`src/rtl/cmult_pkg.sv`:
```
// Shared widths, rounding constants and helpers for the pipelined complex multiplier.
package cmult_pkg;

    // A product of two DW-bit operands needs PROD_MUL*DW bits; a sum of two products one more.
    localparam int PROD_MUL = 2;
    localparam int SUM_GROW = 1;
    // The rounding add gets one guard bit so it can never wrap.
    localparam int RND_GROW = 1;
    localparam int RND_ONE  = 1;

    function automatic int prod_w(input int dw);
        return PROD_MUL * dw;
    endfunction

    function automatic int sum_w(input int dw);
        return PROD_MUL * dw + SUM_GROW;
    endfunction

    function automatic int rnd_pos(input int frac);
        return (frac > 0) ? frac - 1 : 0;
    endfunction

    function automatic int clog2(input int v);
        int r;
        r = 0;
        while ((1 << r) < v) r++;
        return r;
    endfunction

endpackage

```
`src/rtl/cmult_scale.sv`:
```
// Per-component round-half-up, arithmetic shift by FRAC and range reduction to OW bits.
// CMULT_SAT_EN selects clamping; otherwise the low OW bits are kept.
module cmult_scale
    import cmult_pkg::*;
#(
    parameter int SW   = 17,
    parameter int OW   = 8,
    parameter int FRAC = 0
) (
    input  logic [SW-1:0] sum_i,
    output logic [OW-1:0] res_o,
    output logic          ovf_o
);

    localparam int XW = SW + RND_GROW;
    localparam logic [XW-1:0] RND_OFS = (FRAC > 0) ? (XW'(RND_ONE) << rnd_pos(FRAC)) : '0;
    localparam logic [OW-1:0] MAX_V = {1'b0, {(OW-1){1'b1}}};
    localparam logic [OW-1:0] MIN_V = {1'b1, {(OW-1){1'b0}}};

    logic signed [XW-1:0] ext_s;
    logic signed [XW-1:0] rnd_s;
    logic signed [XW-1:0] shf_s;
    logic [XW-OW:0]       hi_bits;

    always_comb begin
        ext_s   = $signed({sum_i[SW-1], sum_i});
        rnd_s   = ext_s + $signed(RND_OFS);
        shf_s   = rnd_s >>> FRAC;
        // In range only when every bit from OW-1 upward matches the sign.
        hi_bits = shf_s[XW-1:OW-1];
        ovf_o   = ~((&hi_bits) | (~|hi_bits));
`ifdef CMULT_SAT_EN
        if (ovf_o) begin
            res_o = shf_s[XW-1] ? MIN_V : MAX_V;
        end else begin
            res_o = shf_s[OW-1:0];
        end
`else
        res_o = shf_s[OW-1:0];
`endif
    end

endmodule

```
`src/rtl/complex_mult_pipe.sv`:
```
// Pipelined signed complex multiplier (a1+b1i)*(a2+-b2i) with valid/ready and global stall.
// Stages: operands, products, sums, scaled output. CMULT_SAT_EN selects clamping in cmult_scale.
module complex_mult_pipe
    import cmult_pkg::*;
#(
    parameter int DW   = 8,
    parameter int OW   = 8,
    parameter int FRAC = 0
) (
    input  logic          clk,
    input  logic          rst_n,
    input  logic          in_valid,
    output logic          in_ready,
    input  logic [DW-1:0] a1,
    input  logic [DW-1:0] b1,
    input  logic [DW-1:0] a2,
    input  logic [DW-1:0] b2,
    input  logic          conj_b,
    output logic          out_valid,
    input  logic          out_ready,
    output logic [OW-1:0] res_re,
    output logic [OW-1:0] res_im,
    output logic          out_ovf
);

    localparam int PW = prod_w(DW);
    localparam int SW = sum_w(DW);

    logic          stall;
    logic          v1_q, v1_d, v2_q, v2_d, v3_q, v3_d, out_valid_q, out_valid_d;
    logic [DW-1:0] a1_q, a1_d, b1_q, b1_d, a2_q, a2_d, b2_q, b2_d;
    logic          conj1_q, conj1_d, conj2_q, conj2_d;
    logic [PW-1:0] p_aa_q, p_aa_d, p_bb_q, p_bb_d, p_ab_q, p_ab_d, p_ba_q, p_ba_d;
    logic [SW-1:0] re_q, re_d, im_q, im_d;
    logic [OW-1:0] res_re_q, res_re_d, res_im_q, res_im_d;
    logic          ovf_q, ovf_d;
    logic [OW-1:0] scl_re, scl_im;
    logic          ovf_re, ovf_im;

    assign stall     = out_valid_q && !out_ready;
    assign in_ready  = !stall;
    assign out_valid = out_valid_q;
    assign res_re    = res_re_q;
    assign res_im    = res_im_q;
    assign out_ovf   = ovf_q;

    cmult_scale #(.SW(SW), .OW(OW), .FRAC(FRAC)) u_scale_re (
        .sum_i (re_q),
        .res_o (scl_re),
        .ovf_o (ovf_re)
    );

    cmult_scale #(.SW(SW), .OW(OW), .FRAC(FRAC)) u_scale_im (
        .sum_i (im_q),
        .res_o (scl_im),
        .ovf_o (ovf_im)
    );

    always_comb begin
        v1_d = v1_q;  v2_d = v2_q;  v3_d = v3_q;  out_valid_d = out_valid_q;
        a1_d = a1_q;  b1_d = b1_q;  a2_d = a2_q;  b2_d = b2_q;
        conj1_d = conj1_q;  conj2_d = conj2_q;
        p_aa_d = p_aa_q;  p_bb_d = p_bb_q;  p_ab_d = p_ab_q;  p_ba_d = p_ba_q;
        re_d = re_q;  im_d = im_q;
        res_re_d = res_re_q;  res_im_d = res_im_q;  ovf_d = ovf_q;

        // Data registers only load behind a valid beat so idle outputs keep their last result.
        if (!stall) begin
            v1_d        = in_valid;
            v2_d        = v1_q;
            v3_d        = v2_q;
            out_valid_d = v3_q;
            if (in_valid) begin
                a1_d    = a1;
                b1_d    = b1;
                a2_d    = a2;
                b2_d    = b2;
                conj1_d = conj_b;
            end
            if (v1_q) begin
                p_aa_d  = PW'($signed(a1_q)) * PW'($signed(a2_q));
                p_bb_d  = PW'($signed(b1_q)) * PW'($signed(b2_q));
                p_ab_d  = PW'($signed(a1_q)) * PW'($signed(b2_q));
                p_ba_d  = PW'($signed(a2_q)) * PW'($signed(b1_q));
                conj2_d = conj1_q;
            end
            if (v2_q) begin
                if (conj2_q) begin
                    re_d = SW'($signed(p_aa_q)) + SW'($signed(p_bb_q));
                    im_d = SW'($signed(p_ba_q)) - SW'($signed(p_ab_q));
                end else begin
                    re_d = SW'($signed(p_aa_q)) - SW'($signed(p_bb_q));
                    im_d = SW'($signed(p_ab_q)) + SW'($signed(p_ba_q));
                end
            end
            if (v3_q) begin
                res_re_d = scl_re;
                res_im_d = scl_im;
                ovf_d    = ovf_re | ovf_im;
            end
        end
    end

    always_ff @(posedge clk or negedge rst_n) begin
        if (!rst_n) begin
            v1_q <= 1'b0;  v2_q <= 1'b0;  v3_q <= 1'b0;  out_valid_q <= 1'b0;
            a1_q <= '0;  b1_q <= '0;  a2_q <= '0;  b2_q <= '0;
            conj1_q <= 1'b0;  conj2_q <= 1'b0;
            p_aa_q <= '0;  p_bb_q <= '0;  p_ab_q <= '0;  p_ba_q <= '0;
            re_q <= '0;  im_q <= '0;
            res_re_q <= '0;  res_im_q <= '0;  ovf_q <= 1'b0;
        end else begin
            v1_q <= v1_d;  v2_q <= v2_d;  v3_q <= v3_d;  out_valid_q <= out_valid_d;
            a1_q <= a1_d;  b1_q <= b1_d;  a2_q <= a2_d;  b2_q <= b2_d;
            conj1_q <= conj1_d;  conj2_q <= conj2_d;
            p_aa_q <= p_aa_d;  p_bb_q <= p_bb_d;  p_ab_q <= p_ab_d;  p_ba_q <= p_ba_d;
            re_q <= re_d;  im_q <= im_d;
            res_re_q <= res_re_d;  res_im_q <= res_im_d;  ovf_q <= ovf_d;
        end
    end

endmodule

```
`config.mk`:
```
export PLATFORM = sky130hd
export DESIGN_NAME = complex_mult_pipe
export DESIGN_NICKNAME = d
export VERILOG_FILES = /design/src/rtl/cmult_pkg.sv /design/src/rtl/cmult_scale.sv /design/src/rtl/complex_mult_pipe.sv
export SDC_FILE = /design/constraint.sdc
export NUM_CORES = 1
export LEC_CHECK = 0
export BUFFER_PORTS_ARGS = -buffer_cell sky130_fd_sc_hd__buf_2
export CAP_MARGIN = 20
export CORE_AREA = 2 2 215 217
export CTS_CLUSTER_SIZE = 24
export DETAILED_ROUTE_END_ITERATION = 10
export DIE_AREA = 0 0 217 219
export SYNTH_ARGS = -nofsm -noshare
export SYNTH_HDL_FRONTEND = slang
export SYNTH_SLANG_ARGS = --single-unit
```
`constraint.sdc`:
```
create_clock -name clk -period 4.5 [get_ports clk]
set_clock_uncertainty 0.15 [all_clocks]
set_input_delay 1.35 -clock clk [delete_from_list [all_inputs] [get_ports clk]]
set_output_delay 1.35 -clock clk [all_outputs]
set_load 0.01 [all_outputs]
```
* Word level (Yosys, flattened, before mapping)
Index checks and enable logic that the tools add are counted.
** Operators by class
- Add/sub/neg operators :: 4
- $mul :: 4
- Muxes and demuxes :: 2
- Bitwise operators :: 6
- Reduce and logical (&&, ||, !) cells :: 13
** Operators by type and width (count)
- 8-bit by 8-bit multiplier with 16-bit output :: 4
- 16-bit by 16-bit adder with 17-bit output :: 2
- 17-bit 2-to-1 mux :: 2
- 16-bit by 16-bit subtractor with 17-bit output :: 2
- 10-bit AND reduction :: 2
- 10-bit OR reduction :: 2
- 2-bit AND reduction :: 4
- 1-bit logical NOT :: 4
- 1-bit NOT :: 3
- 1-bit OR :: 3
- 1-bit logical AND :: 1
** Storage, ports and cells
- Flip-flop bits (word level) :: 153
- Input bits :: 37
- Output and inout bits :: 19
- Word-level logic and storage cells :: 48

* Depth between registers and ports, before layout
Gate-level depths: netlist (run 1).
- Depth after elaboration :: 5
- Depth in mapped cells :: 18
- Mapped depth without buffers :: 17

* By module
From an unflattened synthesis (run 1), not the netlist that was laid out.
** Unflattened totals
- Cells, all modules :: 1927
- Area, all modules :: 18042.3 um^2
** By module, submodules not included
- complex_mult_pipe :: times used 1, cells each 1895, area an instance 17809.6 um^2
- cmult_scale :: times used 2, cells each 16, area an instance 116.4 um^2

* Worst setup path after synthesis (run 1)
Ideal clock, no wire load.
- Path type :: register -> register
- Start point :: register b1_q[3]
- End point :: register p_bb_q[12]
- Setup time :: 95 ps
- Arrival :: 4290 ps
- Required time :: 4255 ps
- Path slack :: -35 ps
- Cell stages (with the launch flop) :: 18
- Path buffers :: 1
- Cells stage by stage :: dfrtp_1 > clkbuf_1 > and2_1 > fa_1 > inv_1 > fa_1 > inv_1 > fa_1 > inv_1 > fa_1 > inv_1 > ha_1 > o21ai_0 > a21oi_1 > o31a_1 > o21a_1 > o21a_1 > o31ai_1
** On the way
- Word-level cells in the longest chain between the ends :: 1
** RTL lines
- start: declaration :: line complex_mult_pipe.sv:31 : logic [DW-1:0] a1_q, a1_d, b1_q, b1_d, a2_q, a2_d, b2_q, b2_d;
- start signal: assignment :: line complex_mult_pipe.sv:107 : a1_q <= '0; b1_q <= '0; a2_q <= '0; b2_q <= '0;
- start signal: assignment :: line complex_mult_pipe.sv:114 : a1_q <= a1_d; b1_q <= b1_d; a2_q <= a2_d; b2_q <= b2_d;
- 8-bit by 8-bit multiplier with 16-bit output :: line complex_mult_pipe.sv:82 : p_bb_d = PW'($signed(b1_q)) * PW'($signed(b2_q));
- end signal: assignment :: line complex_mult_pipe.sv:116 : p_aa_q <= p_aa_d; p_bb_q <= p_bb_d; p_ab_q <= p_ab_d; p_ba_q <= p_ba_d;
- end: declaration :: line complex_mult_pipe.sv:33 : logic [PW-1:0] p_aa_q, p_aa_d, p_bb_q, p_bb_d, p_ab_q, p_ab_d, p_ba_q, p_ba_d;
No other way between the ends.
A chain may end at the register's enable or synchronous reset.

* Worst setup path in the final report (run 1)
- Start point :: register b1_q[2]
- End point :: register p_ba_q[12]
** On the way
- Word-level cells in the longest chain between the ends :: 1
** RTL lines
- 8-bit by 8-bit multiplier with 16-bit output :: line complex_mult_pipe.sv:84 : p_ba_d = PW'($signed(a2_q)) * PW'($signed(b1_q));
- end signal: assignment :: line complex_mult_pipe.sv:116
- end: declaration :: line complex_mult_pipe.sv:33
No other way between the ends.

==> metrics.md, run 1 <==
| Metric | Value |
|---|---|
| Status | `finished, violations left` |
| Failing checks | `setup timing` |
| Max clock buf depth | `2` |
| Post-Syn Nets | `2336` |
| Initial core utilization | `39.8%` |
| Drt initial violations | `approximately 560` |
| Crit path capture type | `register` |
| First-pass detailed-route iteration total | `5` |
| Share of layout cells above drive strength 1 | `between 20% and 30%` |
| Cell variety after synth | `between 50 and 60` |
| Slowest-stage cell, CP | `fa_1` |
| RSZ-0062 raised after global routing | `true` |
| Top cells by count, synth | `inv_1 (356), fa_1 (222), nand2_1 (174)` |
| Share of the synthesized area in the top cell type | `24.8%` |
| DP HPWL | `~34000 um` |
| Die ar. | `0.0475 mm2` |
| Fin nets | `2582` |
| Async S/R FF share, synth | `between 90% and 100%` |
| Area leader, netlist | `fa_1` |
| Residual DRC count | `0` |
| WP data required | `approximately 4.7 ns` |
| Delay-heaviest family, CP | `adder cells` |
| Least-Margin Pin Slew | `0.766 ns` |
| Clock Sinks | `153` |
| Depth of the CTS H-tree | `4` |
| Die Width | `between 200 and 250 um` |
| Area grow syn2layout | `23.5%` |
| Boundary Pins | `56` |
| Via count | `approximately 14000` |
| Tmin final | `between 4 and 5 ns` |
| Area contributors post-synth | `fa_1 (25%), dfrtp_1 (21%), ha_1 (10%)` |
| Fillers | `roughly 4200` |
| GPL Wtd Cong | `approximately 0.86` |
| Maximum fanout along the worst path | `5` |
| Root Driver | `clkbuf_16` |
| First-pass GRT wire length | `between 70000 and 80000 um` |
| Final cell count without fillers | `between 2000 and 3000` |
| Avg Cell Area, Syn | `between 9 and 10 um2` |
| YS warnings | `0` |
| Critical path class | `register to register` |
| Crit-path most repeated cell | `fa_1` |
| Core ar. | `roughly 0.045 mm2` |
| Hold WC Path Type | `register to register` |
| Final setup vio count | `3` |
| Drt total wl | `roughly 44000 um` |
| Seq/Total Area, Yosys | `21.3%` |
| Crit-path max cell delay | `between 0.5 and 0.6 ns` |
| Row count | `just under 80` |
| Antenna violations before repair | `1` |
| WL/cell | `around 16 um` |
| Final period utilization | `100%` |
| Vias in the first global route | `roughly 14000` |
| CTS tree | `yes` |
| Largest net degree at the start of global routing | `between 60 and 70` |
| Height of the die | `approximately 220 um` |
| Top_reg_cell synth | `dfrtp_1` |
| Placed insts | `2709` |
| Gr usage total | `19.2%` |
| Syn Inst Count | `between 1500 and 2000` |
| Max cap viols | `0` |
| Grt ovf | `0` |
| Worst EP arrival | `about 4.7 ns` |
| Clk_lat worst skew | `between 0.4 and 0.5 ns` |
| Post-DR vias/cell | `~5` |
| PnR worst setup slack | `-0.0134 ns` |
| Critical path, cell by cell | `buf_6 -> and2_4 -> fa_1 -> inv_1 -> fa_1 -> inv_1 -> fa_1 -> inv_1 -> fa_1 -> inv_2 -> ha_4 -> buf_12 -> o21ai_4 -> a21boi_2 -> o31a_1 -> o21a_1 -> o21a_1 -> o31ai_1` |
| TritonCTS Buffers | `17` |
| PortBufs | `55` |
| Most frequent cell after synthesis | `inv_1` |
| ANT nets after route | `0` |
| Slew Viols, Final | `0` |
| Fmax | `222 MHz` |
| Clock slew at reported path FFs | `0.07 ns` |
| Number of flops mapped to enable cells by yosys | `0` |
| Slew HR | `a little under 50%` |
| Synthesized area | `around 0.018 mm2` |
| Nature of the critical path startpoint | `register` |
| Hold Vio Cnt, Final | `0` |
| Worst path bufs/invs | `6` |
| Synthesized flop and latch total | `153` |
| Reg2Reg Setup Slack | `-0.01 ns` |
## through the flow
step	utilization, %	hold WS (ns)	setup TNS, ns	cell area, um2	setup WS, ns
global placement	44.9	0.302	-1.63	20300	-0.165
CTS	47.4	0.328	-0.114	21400	-0.0625
detailed placement	44.9	0.311	-3.10	20300	-0.256
floorplan	-	0.286	-0.00954	17900	-0.00954
global route	49.1	0.355	-1.91	22200	-0.169
finish	49.2	0.327	-0.0351	22200	-0.0134
## cell usage in the layout, fill, tap and decap left out, drive strengths merged, types with 65 or more instances in the layout
cell type  instances
buf              289
ha               150
o21ai             93
nand2            174
dfrtp            153
xnor2             65
and2             168
inv              362
mux2              72
fa               222
## flip-flops by register name, summed over array words and instances (netlist names)
name and count:
a1_q 8, v1_q 1, res_re 8, p_ba_q 16
p_ab_q 16, res_im 8, b2_q 8, im_q 17
p_aa_q 16, b1_q 8, out_ovf 1, v3_q 1
p_bb_q 16, v2_q 1, out_valid 1, a2_q 8
re_q 17, conj2_q 1, conj1_q 1
## worst paths after layout
check                                     from                     end  cells past startpoint
min                        out_ovf$_DFFE_PN0P_     out_ovf$_DFFE_PN0P_                      2
min reg2reg                out_ovf$_DFFE_PN0P_     out_ovf$_DFFE_PN0P_                      2
min in group asynchronous                rst_n    re_q[14]$_DFFE_PN0P_                      1
max                        b1_q[2]$_DFFE_PN0P_  p_ba_q[12]$_DFFE_PN0P_                     18
max reg2reg                b1_q[2]$_DFFE_PN0P_  p_ba_q[12]$_DFFE_PN0P_                     18
max in group asynchronous                rst_n     a2_q[0]$_DFFE_PN0P_                      2
## worst min-delay path, cell delays in order (launching register included)
cell and delay, ns:
dfrtp_1 0.34, nand2_1 0.04, o21ai_0 0.06
## routing by layer
layer | wire [um] | up-vias | track usage (%)
met3 | 1650 | 43 | 3.10
met1 | 20300 | 6641 | 25.6
li1 | - | 6640 | -
met2 | 20800 | 239 | 32.1
met4 | 920 | 0 | 5.75
met5 | 0 | - | 0
## area by class of cell
| type | count | area (um2) | share of cell area [%] |
|---|---|---|---|
| Sequential cell | 153 | 3860 | 17.4 |
| Tap cell | 600 | 751 | 3.39 |
| Clock buffer | 19 | 453 | 2.04 |
| Multi-Input combinational cell | 1355 | 13300 | 59.9 |
| Inverter | 356 | 1340 | 6.04 |
| Clock inverter | 13 | 181 | 0.819 |
| Timing Repair Buffer | 290 | 2290 | 10.3 |
| Antenna cell | 1 | 2.50 | 0.0113 |
## repair_timing
item,CTS,global route
setup buffers,23,23
endpoints found under the setup margin,21,24
cloned,0,2
pin swaps,30,93
hold endpoints to repair,0,0
hold buffers,0,0
resized for setup,75,169
## cells by family (layout without fill, tap and decap cells)
logic type                 after synthesis  count (layout)  share of synthesized area, %
buffers and inverters                  419             678                          8.77
xor gates and xnor gates               107             107                          5.22
and+or+nand+nor                        525             525                          15.2
DFF                                    153             153                          21.3
other                                    0               1                             0
AOI/OAI and AO/OA                      275             275                          9.48
muxes                                   76              76                          4.74
adders and majority gates              372             372                          35.2
Power of run 1 is left out: the tool's default activity adds up to more than one toggle a clock period on the data nets, which glitch-free logic cannot reach.
==> run 2, diff against run 1 <==
CORE_AREA = 2 2 216 218   (was 2 2 215 217)
DIE_AREA = 0 0 218 220   (was 0 0 217 219)
RECOVER_POWER = 25   (was not set)
SYNTH_HIERARCHICAL = 1   (was not set)
==> run 2 against run 1 <==
Cell count about the same. Utilization decreased by 1.0 points. Critical path depth down 2. The run ends with capacitance limit, slew limit, setup timing left. Synthesized cell count did not move. Critical endpoint is now p_bb_q[14]$_DFFE_PN0P_. Design area is 0.37% lower. First-iteration DRC count grew 16%. Area after synthesis is 0.58% higher. Wire length up 2.7%. Worst setup slack got worse by 0.088 ns.
==> metrics.md, run 2 <==
| Metric | Value |
|---|---|
| Core ar. | `0.0459 mm2 (was 0.0451 mm2)` |
| Tmin final | `4.60 ns (was 4.51 ns)` |
| Area leader, netlist | `fa_1 (unchanged)` |
| Antenna diode count | `0 (was 1)` |
| Row count | `79 (was 78)` |
| Antenna violations before repair | `0 (was 1)` |
| Depth of the CTS H-tree | `4 (unchanged)` |
| Slowest-stage cell, CP | `fa_1 (unchanged)` |
| Final setup vio count | `5 (was 3)` |
| Largest registers | `im_q x17, re_q x17 (unchanged)` |
| Clock slew at reported path FFs | `0.07 ns (about the same)` |
| Vias in the first global route | `14073 (was 14265)` |
| Max cap viols | `2 (was 0)` |
| Fin util | `48.1% (was 49.2%)` |
| Share of the synthesized area in the top cell type | `24.6% (was 24.8%)` |
| Die Width | `218 um (was 217 um)` |
| DP HPWL | `35200 um (was 34500 um)` |
| Crit-path max cell delay | `0.54 ns (about the same)` |
| Commonest cells after routing, fill and taps aside | `inv_1 (304), fa_1 (206), buf_4 (197) (was inv_1 (328), fa_1 (209), buf_4 (192))` |
| WL/cell | `16.1 um (was 15.7 um)` |
| Failing checks | `capacitance limit, slew limit, setup timing (was setup timing)` |
| Fin nets | `2577 (was 2582)` |
| First-pass detailed-route iteration total | `4 (was 5)` |
| Slew HR | `-15.4% (was 48.8%)` |
| Fillers | `4404 (was 4244)` |
| PortBufs | `55 (unchanged)` |
| Hold Vio Cnt, Final | `0 (unchanged)` |
| Seq/Total Area, Yosys | `21.2% (was 21.3%)` |
| Nature of the critical path startpoint | `register (unchanged)` |
| Boundary Pins | `56 (unchanged)` |
| Hold WC Path Type | `register to register (unchanged)` |
| Critical path class | `register to register (unchanged)` |
| Synthesized flop and latch total | `153 (unchanged)` |
| Gr usage total | `19.4% (was 19.2%)` |
| Largest net degree at the start of global routing | `69 (was 65)` |
| Fmax | `217 MHz (was 222 MHz)` |
| Drt initial violations | `648 (was 557)` |
| Most common cell after layout, fill and taps aside | `inv_1 (unchanged)` |
| Number of flops mapped to enable cells by yosys | `0 (unchanged)` |
| Crit-path most repeated cell | `fa_1 (unchanged)` |
| Top cells by count, synth | `inv_1 (348), fa_1 (222), and2_1 (170) (was inv_1 (356), fa_1 (222), nand2_1 (174))` |
| Max clock buf depth | `2 (unchanged)` |
| PnR worst setup slack | `-0.101 ns (was -0.0134 ns)` |
| Post-DR vias/cell | `4.87 (about the same)` |
| Least-Margin Pin Slew | `1.73 ns (was 0.766 ns)` |
| Residual DRC count | `0 (unchanged)` |
| Root Driver | `clkbuf_16 (unchanged)` |
| Cell variety after synth | `58 (was 55)` |
| RSZ-0062 raised after global routing | `true (unchanged)` |
| Maximum fanout along the worst path | `8 (was 5)` |
| Critical path, cell by cell | `buf_6 -> fa_1 -> inv_1 -> fa_1 -> inv_2 -> fa_1 -> inv_2 -> fa_1 -> inv_2 -> ha_4 -> o21ai_4 -> a21oi_2 -> o31a_1 -> o211ai_1 -> a2111oi_2 -> or3_1 (was buf_6 -> and2_4 -> fa_1 -> inv_1 -> fa_1 -> inv_1 -> fa_1 -> inv_1 -> fa_1 -> inv_2 -> ha_4 -> buf_12 -> o21ai_4 -> a21boi_2 -> o31a_1 -> o21a_1 -> o21a_1 -> o31ai_1)` |
| Initial core utilization | `39.3% (was 39.8%)` |
| WP data required | `4.70 ns (was 4.73 ns)` |
| Final period utilization | `102% (was 100%)` |
| WHS | `0.326 ns (was 0.327 ns)` |
| First-pass GRT wire length | `73100 um (was 72200 um)` |
| CTS tree | `yes (unchanged)` |
| Syn Inst Count | `1927 (unchanged)` |
| Clock Sinks | `153 (unchanged)` |
| ANT nets after route | `0 (unchanged)` |
| Most frequent cell after synthesis | `inv_1 (unchanged)` |
| YS warnings | `6 (was 0)` |
| Height of the die | `220 um (was 219 um)` |
| Setup WS pre-CTS | `-0.283 ns (was -0.256 ns)` |
| GPL Wtd Cong | `0.922 (was 0.858)` |
| Via count | `13588 (was 13563)` |
| Drt total wl | `44900 um (was 43700 um)` |
| Crit path capture type | `register (unchanged)` |
| TritonCTS Buffers | `17 (unchanged)` |
| Die ar. | `0.0480 mm2 (was 0.0475 mm2)` |
| Top_reg_cell synth | `dfrtp_1 (unchanged)` |
| Status | `finished, violations left (unchanged)` |
| Slew Viols, Final | `129 (was 0)` |
| Synthesized area | `0.0180 mm2 (was 0.0179 mm2)` |
| Grt ovf | `0 (unchanged)` |
| Clk_lat worst skew | `0.47 ns (about the same)` |
| Area grow syn2layout | `22.4% (was 23.5%)` |
| Async S/R FF share, synth | `100% (unchanged)` |
| Post-Syn Nets | `2336 (unchanged)` |
| Worst EP arrival | `4.80 ns (was 4.74 ns)` |
| Area contributors post-synth | `fa_1 (25%), dfrtp_1 (21%), ha_1 (10%) (unchanged)` |
| Avg Cell Area, Syn | `9.36 um2 (was 9.31 um2)` |
| Share of layout cells above drive strength 1 | `27.5% (was 26.1%)` |
[run 2: changes by cell type in the layout (fill, tap and decap cells not counted), sizes merged, moves of 3 or more]
cell,previous run,this run
nand2,174,165
o211ai,19,16
clkinvlp,1,4
or3,2,5
inv,362,354
xor2,42,38
xnor2,65,68
nor2b,32,37
buf,289,299
nor2,55,47
[run 2: path summary, 6_finish.rpt]
kind,from,to,slack (ns),cells past startpoint
worst min-delay path,re_q[1]$_DFFE_PN0P_,re_q[1]$_DFFE_PN0P_,0.33,2
worst max register to register,b2_q[7]$_DFFE_PN0P_,p_bb_q[14]$_DFFE_PN0P_,-0.10,16
worst max-delay path,b2_q[7]$_DFFE_PN0P_,p_bb_q[14]$_DFFE_PN0P_,-0.10,16
worst min register to register,re_q[1]$_DFFE_PN0P_,re_q[1]$_DFFE_PN0P_,0.33,2
min in group asynchronous,rst_n,res_im[2]$_DFFE_PN0P_,1.18,1
max in group asynchronous,rst_n,b2_q[0]$_DFFE_PN0P_,0.49,2
[run 2: cells by family (layout without fill, tap and decap cells)]
kind of cell	Yosys count	in the layout	share of synthesized area [%]
AO/OA/AOI/OAI	273	273	9.36
XOR/XNOR	106	106	5.15
adder cells (fa/ha/maj)	372	372	35.0
buffers and inverters	427	681	9.22
flip-flops	153	153	21.2
multiplexers	75	75	4.66
AND/OR/NAND/NOR	521	521	15.4
[run 2: final cells by class]
type | count | area [um2] | share of cell area, %
repair buffers | 301 | 2340 | 10.6
well taps | 607 | 759 | 3.44
clock buffers | 18 | 429 | 1.94
inverters | 348 | 1310 | 5.93
flip-flops and latches | 153 | 3860 | 17.5
multi-input cells | 1347 | 13200 | 60.0
clock inverters | 14 | 139 | 0.629
[run 2: metal layers]
layer | part of all wire [%] | wire, um | vias to the layer above | global-route usage, %
met3 | 3.1 | 1390 | 58 | 2.73
met5 | 0 | 0 | - | 0
met4 | 2.4 | 1080 | 0 | 5.33
met2 | 47 | 21100 | 207 | 32.3
li1 | - | - | 6611 | -
met1 | 48 | 21300 | 6712 | 26.4
[run 2: repair_timing]
action,CTS,global route
hold buffers,0,0
cloned,1,1
endpoints found under the setup margin,23,25
pin swaps,61,137
gates resized for setup,106,165
buffers inserted,36,27
[run 2: worst max-delay path: cells and delay by family, from the launching register on]
family,cells,cell delay (ns)
simple gates,1,0.38
fa+ha+maj,5,2.31
compound gates,5,0.82
flops,1,0.49
buf+inv,5,0.34
[run 2: metrics by stage]
stage	area (um2)	instances	TNS, ns
floorplan	18100	1927	-0.0388
global placement	20200	2696	-1.75
detailed placement	20200	2696	-3.18
CTS	21400	2765	-0.157
global route	22100	2788	-4.46
finish	22100	2788	-0.188
Power of run 2 is left out for the same reason.
